==> config.mk <==
export PLATFORM = sky130hd
export DESIGN_NAME = spi_reg_master
export DESIGN_NICKNAME = d
export VERILOG_FILES = /design/src/rtl/spi_reg_master.sv
export SDC_FILE = /design/constraint.sdc
export NUM_CORES = 1
export LEC_CHECK = 0
export BUFFER_PORTS_ARGS = -buffer_cell sky130_fd_sc_hd__buf_2
export CORE_ASPECT_RATIO = 1.1
export CORE_MARGIN = 1.5
export CORE_UTILIZATION = 50
export CTS_CLUSTER_SIZE = 14
export DETAILED_ROUTE_END_ITERATION = 6
export GPL_TIMING_DRIVEN = 0
export MAX_ROUTING_LAYER = met4
export PLACE_DENSITY_LB_ADDON = 0.12
export SLEW_MARGIN = 20
export SYNTH_ARGS = -nofsm -noshare
export SYNTH_HDL_FRONTEND = slang
export SYNTH_SLANG_ARGS = --single-unit
==> constraint.sdc <==
create_clock -name sclk -period 2.5 [get_ports sclk]
set_clock_uncertainty 0.1 [all_clocks]
set_input_delay 0.125 -clock sclk [delete_from_list [all_inputs] [get_ports sclk]]
set_output_delay 0.125 -clock sclk [all_outputs]
set_load 0.005 [all_outputs]
==> src/rtl/spi_reg_master.sv <==
// SPI register-access master (CPOL=0, CPHA=1): 16-bit write frames and 24-bit read frames.
// Every output is registered. All timing comes from one half-period counter and one bit counter.
module spi_reg_master #(
    parameter int unsigned CLK_DIV = 2
) (
    input  logic       sclk,
    input  logic       rst_n,
    input  logic       start,
    input  logic       rw,
    input  logic [6:0] addr,
    input  logic [7:0] wdata,
    output logic       busy,
    output logic       done,
    output logic [7:0] rdata,
    output logic       spi_clk,
    output logic       spi_mosi,
    input  logic       spi_miso,
    output logic       spi_cs_n
);
    localparam logic [7:0] HalfLast = 8'(CLK_DIV - 1);

    typedef enum logic [2:0] {
        StIdle,
        StSetup,
        StShift,
        StHold,
        StGap
    } state_e;

    state_e      state_q, state_d;
    logic [7:0]  cnt_q, cnt_d;
    logic [4:0]  bit_q, bit_d;
    logic [23:0] tx_q, tx_d;
    logic [7:0]  rx_q, rx_d;
    logic        rw_q, rw_d;
    logic        clk_q, clk_d;
    logic        mosi_q, mosi_d;
    logic        cs_n_q, cs_n_d;
    logic        busy_q, busy_d;
    logic        done_q, done_d;
    logic [7:0]  rdata_q, rdata_d;
    logic        half_end;
    logic [4:0]  last_bit;

    assign half_end = (cnt_q == HalfLast);
    assign last_bit = rw_q ? 5'd23 : 5'd15;

    always_comb begin
        state_d = state_q;
        cnt_d   = cnt_q;
        bit_d   = bit_q;
        tx_d    = tx_q;
        rx_d    = rx_q;
        rw_d    = rw_q;
        clk_d   = clk_q;
        mosi_d  = mosi_q;
        cs_n_d  = cs_n_q;
        busy_d  = busy_q;
        done_d  = 1'b0;
        rdata_d = rdata_q;

        unique case (state_q)
            StIdle: begin
                clk_d  = 1'b0;
                mosi_d = 1'b0;
                if (start) begin
                    state_d = StSetup;
                    cnt_d   = 8'd0;
                    bit_d   = 5'd0;
                    rw_d    = rw;
                    // Read frames send a zero dummy byte and then zeros while the reply shifts in.
                    tx_d    = rw ? {1'b1, addr, 16'h0000} : {1'b0, addr, wdata, 8'h00};
                    cs_n_d  = 1'b0;
                    busy_d  = 1'b1;
                end
            end

            StSetup: begin
                if (half_end) begin
                    state_d = StShift;
                    cnt_d   = 8'd0;
                    clk_d   = 1'b1;
                    mosi_d  = tx_q[23];
                    tx_d    = {tx_q[22:0], 1'b0};
                end else begin
                    cnt_d = cnt_q + 8'd1;
                end
            end

            StShift: begin
                if (!half_end) begin
                    cnt_d = cnt_q + 8'd1;
                end else begin
                    cnt_d = 8'd0;
                    if (clk_q) begin
                        // Falling edge: capture, then either advance or end the frame.
                        clk_d = 1'b0;
                        if (bit_q[4]) begin
                            rx_d = {rx_q[6:0], spi_miso};
                        end
                        if (bit_q == last_bit) begin
                            state_d = StHold;
                            mosi_d  = 1'b0;
                        end else begin
                            bit_d = bit_q + 5'd1;
                        end
                    end else begin
                        clk_d  = 1'b1;
                        mosi_d = tx_q[23];
                        tx_d   = {tx_q[22:0], 1'b0};
                    end
                end
            end

            StHold: begin
                if (half_end) begin
                    state_d = StGap;
                    cnt_d   = 8'd0;
                    cs_n_d  = 1'b1;
                end else begin
                    cnt_d = cnt_q + 8'd1;
                end
            end

            StGap: begin
                if (half_end) begin
                    state_d = StIdle;
                    cnt_d   = 8'd0;
                    busy_d  = 1'b0;
                    done_d  = 1'b1;
                    if (rw_q) begin
                        rdata_d = rx_q;
                    end
                end else begin
                    cnt_d = cnt_q + 8'd1;
                end
            end

            default: begin
                state_d = StIdle;
            end
        endcase
    end

    always_ff @(posedge sclk or negedge rst_n) begin
        if (!rst_n) begin
            state_q <= StIdle;
            cnt_q   <= 8'd0;
            bit_q   <= 5'd0;
            tx_q    <= 24'd0;
            rx_q    <= 8'd0;
            rw_q    <= 1'b0;
            clk_q   <= 1'b0;
            mosi_q  <= 1'b0;
            cs_n_q  <= 1'b1;
            busy_q  <= 1'b0;
            done_q  <= 1'b0;
            rdata_q <= 8'd0;
        end else begin
            state_q <= state_d;
            cnt_q   <= cnt_d;
            bit_q   <= bit_d;
            tx_q    <= tx_d;
            rx_q    <= rx_d;
            rw_q    <= rw_d;
            clk_q   <= clk_d;
            mosi_q  <= mosi_d;
            cs_n_q  <= cs_n_d;
            busy_q  <= busy_d;
            done_q  <= done_d;
            rdata_q <= rdata_d;
        end
    end

    assign busy     = busy_q;
    assign done     = done_q;
    assign rdata    = rdata_q;
    assign spi_clk  = clk_q;
    assign spi_mosi = mosi_q;
    assign spi_cs_n = cs_n_q;

endmodule

==> key figures <==
Synthesis
  – Most numerous cell in the Yosys netlist: dfrtp_1
  – Syn nets: 262
  – Yosys top cell area share: 48.85%
  – Post-synth EDFFs: 0
  – Ys flop type: dfrtp_1
  – Mapped cell area: ~2700 um2
  – Synth Instances: 239
  – Synth unique cells: 47
  – Seq cells post-synth: 54
  – FFs w/ async S/R, synth: 100.0%
  – Most common library cells after synthesis: 53 x dfrtp_1, 33 x mux2_2, 18 x o21ai_0
  – Synth top area cells: dfrtp_1 49%, mux2_2 14%, mux2i_1 3.3%
  – Yosys top cell by area: dfrtp_1
  – Post-synthesis sequential area ratio: approximately half
  – YS warnings: 0
  – Post-synthesis area per instance: 11.36 um2

Status
  – Failing checks: negative setup slack
  – Status: finished with violations

Pwr
  – P_int: 1.098 mW
  – Leakage: 1.472 nW
  – Combinational share of power: around 3.5%
  – PD cells: 438.8 nW/um2
  – P_sw: 0.3044 mW
  – Worst VDD drop: about 250 uV
  – Reg power frac: 62.8%
  – Sw Share: 21.70%
  – Clock group share of total power: 33.7%

GRT
  – Number of global-route vias before repair: 1874
  – Antenna violations before repair: 0
  – Largest net degree at the start of global routing: 55
  – Global Route Usage Sum: 18.81%
  – GRT Residual Overflow: 0
  – First-pass GRT wire length: 8.349 mm

Layout
  – Multi-input gate area: 1275 um2
  – Count of filler cells inserted in the layout: about 430
  – Core Util, Final: between 60% and 70%
  – P&R area growth vs syn: 17.74%
  – Register area: 1353 um2
  – Layout cells sized above 1: 35.29%
  – Inserted Diodes: 0
  – Layout Nets: 311

Detailed routing
  – DRT antenna net count: 0
  – DRC Markers: 0
  – Vias per cell: 5.294
  – WL/cell: 13.69 um
  – Vias: 1911
  – Pre-Repair DR Iteration Count: 4
  – Starting DRT DRC Count: 53
  – Total Wirelength: 4.943 mm

Worst setup path
  – CP required: 2600 ps
  – CP max stage delay: 460 ps
  – Worst-path cell chain: inv_1 > ha_1 > or4b_4 > or2_4 > or3_4 > a21oi_4 > buf_12 > mux2_2
  – CP Launch Type: flip-flop
  – Critical path's slowest cell: or4b_4
  – CP endpoint kind: flip-flop
  – WS Path Type: flip-flop to flip-flop
  – Maximum fanout along the worst path: 5
  – Crit path DAT: around 2700 ps

Timing
  – Final setup fails: 16
  – Rel. slew slack: a little under three fifths
  – Setup ws final: -112.8 ps
  – Period minus WS final: 2613 ps
  – Unrepaired setup endpoints after global routing: true
  – Final Hold Fails: 0
  – Fin crit share: 104.5%
  – Hold Slack: 72.07 ps
  – Slew Viols, Final: 0
  – Max Clock Freq: 0.3827 GHz
  – Actual slew at the worst max-slew pin: 673.5 ps

Hold path
  – Hold Crit Class: primary input to flip-flop

CTS
  – TritonCTS clock tree: done
  – Clock sink count: between 50 and 60
  – # H-tree levels: 2
  – Clk slew on worst S/H paths: approximately 90 ps
  – Total CTS buffers: 5
  – CTS Root Buffer Type: clkbuf_8
  – Longest Clk Path Bufs: 2
  – Worst skew pair latency: 300 ps

Placed design
  – Port bufs: 31
  – Detailed placer's ending HPWL: 3.376 mm
  – Final estimated routing congestion in global placement: between 0.8 and 0.9

Die
  – Core area: between 5000 and 6000 um2
  – Rows: 27
  – Chip Height: 80.29 um
  – Die ar.: 5882 um2
  – DIE WIDTH: 73.26 um
  – IO Pins: 33
  – Starting Density: 52.88%

Job
  – MaxCap Viol Count: 0
==> state kept, by name, summed over array words and instances (netlist names) <==
register	cells
bit_q	5
busy	1
cnt_q	8
done	1
rdata	8
rw_q	1
rx_q	8
spi_clk	1
spi_cs_n	1
spi_mosi	1
state_q	3
tx_q	16
==> power by group through the flow <==
stage                     clock, mW  sequential [mW]  combinational (mW)
after floorplan                   0            0.897              0.0132
after global placement            0            0.898              0.0476
after detailed placement          0            0.898              0.0481
after CTS                     0.499            0.881              0.0505
after global routing          0.521            0.882              0.0556
final                         0.473            0.881              0.0488
==> worst max-delay path: cells and delay by family (launching register included) <==
family | cells | cell delay, ps
AND/OR/NAND/NOR | 3 | 1140
flip-flops | 1 | 390
multiplexers | 1 | 320
AO/OA/AOI/OAI | 1 | 230
buffers and inverters | 2 | 210
adder cells (fa/ha/maj) | 1 | 130
==> metrics by stage <==
stage | TNS (ps) | area [um2] | total power [mW] | setup slack, ps | cells
global route | -2537 | 3197 | 1.459 | -158.1 | 361
CTS | -2453 | 3181 | 1.430 | -158.7 | 362
global placement | -4825 | 2960 | 0.9454 | -346.3 | 342
detailed placement | -5461 | 2963 | 0.9463 | -360.8 | 342
floorplan | -1107 | 2715 | 0.9106 | -184.2 | 239
finish | -1192 | 3197 | 1.403 | -112.8 | 361
==> per-layer routing <==
layer / global-route usage [%] / share of wire (%) / vias up
met5: - / 0 / -
met1: 22.78 / 47 / 928
met3: 3.388 / 2.5 / 6
met4: 6.604 / 1.4 / 0
met2: 31.45 / 49 / 28
li1: - / - / 949
==> path summary, 6_finish.rpt <==
kind	from	endpoint	slack, ps	cells after the start
setup / recovery	cnt_q[1]	tx_q[23]	-110	8
hold / removal	addr[3]	tx_q[19]	70	3
setup reg to reg	cnt_q[1]	tx_q[23]	-110	8
hold reg to reg	spi_cs_n	spi_cs_n	390	2
max in group asynchronous	rst_n	bit_q[3]	1550	2
min in group asynchronous	rst_n	tx_q[10]	300	2
==> logic make-up (layout without fill, tap and decap cells) <==
family,Yosys count,after routing,share of synthesized area [%]
compound gates,47,47,10.97
xor+xnor,3,3,0.9679
fa+ha+maj,3,3,1.383
buf+inv,20,70,4.470
flops,54,54,49.82
mux,45,45,18.66
simple gates,67,67,13.73
==> final cells by class <==
| class | instances | share of cell area [%] |
|---|---|---|
| multi-input combinational | 165 | 39.88 |
| sequential | 54 | 42.31 |
| timing repair buffer | 43 | 8.806 |
| inverter | 10 | 1.174 |
| clock buffer | 6 | 2.270 |
| clock inverter | 2 | 0.4305 |
| tap | 72 | 2.818 |
| buffer | 9 | 2.309 |
==> layout by cell type, fill, tap and decap left out, drive strengths merged, types with 2 or more instances in the layout <==
cell type / Yosys / layout
dfrtp: 53 / 53
buf: 5 / 45
mux2: 36 / 36
o21ai: 18 / 18
nand2: 15 / 15
nor2: 12 / 12
a21oi: 12 / 12
clkbuf: 5 / 11
inv: 10 / 10
nor3b: 9 / 9
mux2i: 9 / 9
nand3: 8 / 8
nand2b: 5 / 5
o31ai: 4 / 4
nor3: 4 / 4
ha: 3 / 3
and3: 3 / 3
o22ai: 2 / 2
o2bb2ai: 2 / 2
xnor2: 2 / 2
dlygate4sd3: 0 / 2
or3: 2 / 2
or2: 2 / 2
clkinv: 0 / 2
==> repair_timing <==
| action | in CTS | in global routing |
|---|---|---|
| hold buffers | 2 | 0 |
| buffers inserted | 10 | 0 |
| pin swaps | 2 | 3 |
| hold endpoints to repair | 54 | 0 |
| gates cloned | 0 | 0 |
| gates resized for setup | 5 | 10 |
| endpoints found under the setup margin | 27 | 34 |
Note: power is estimated with default switching activity, not from simulation.
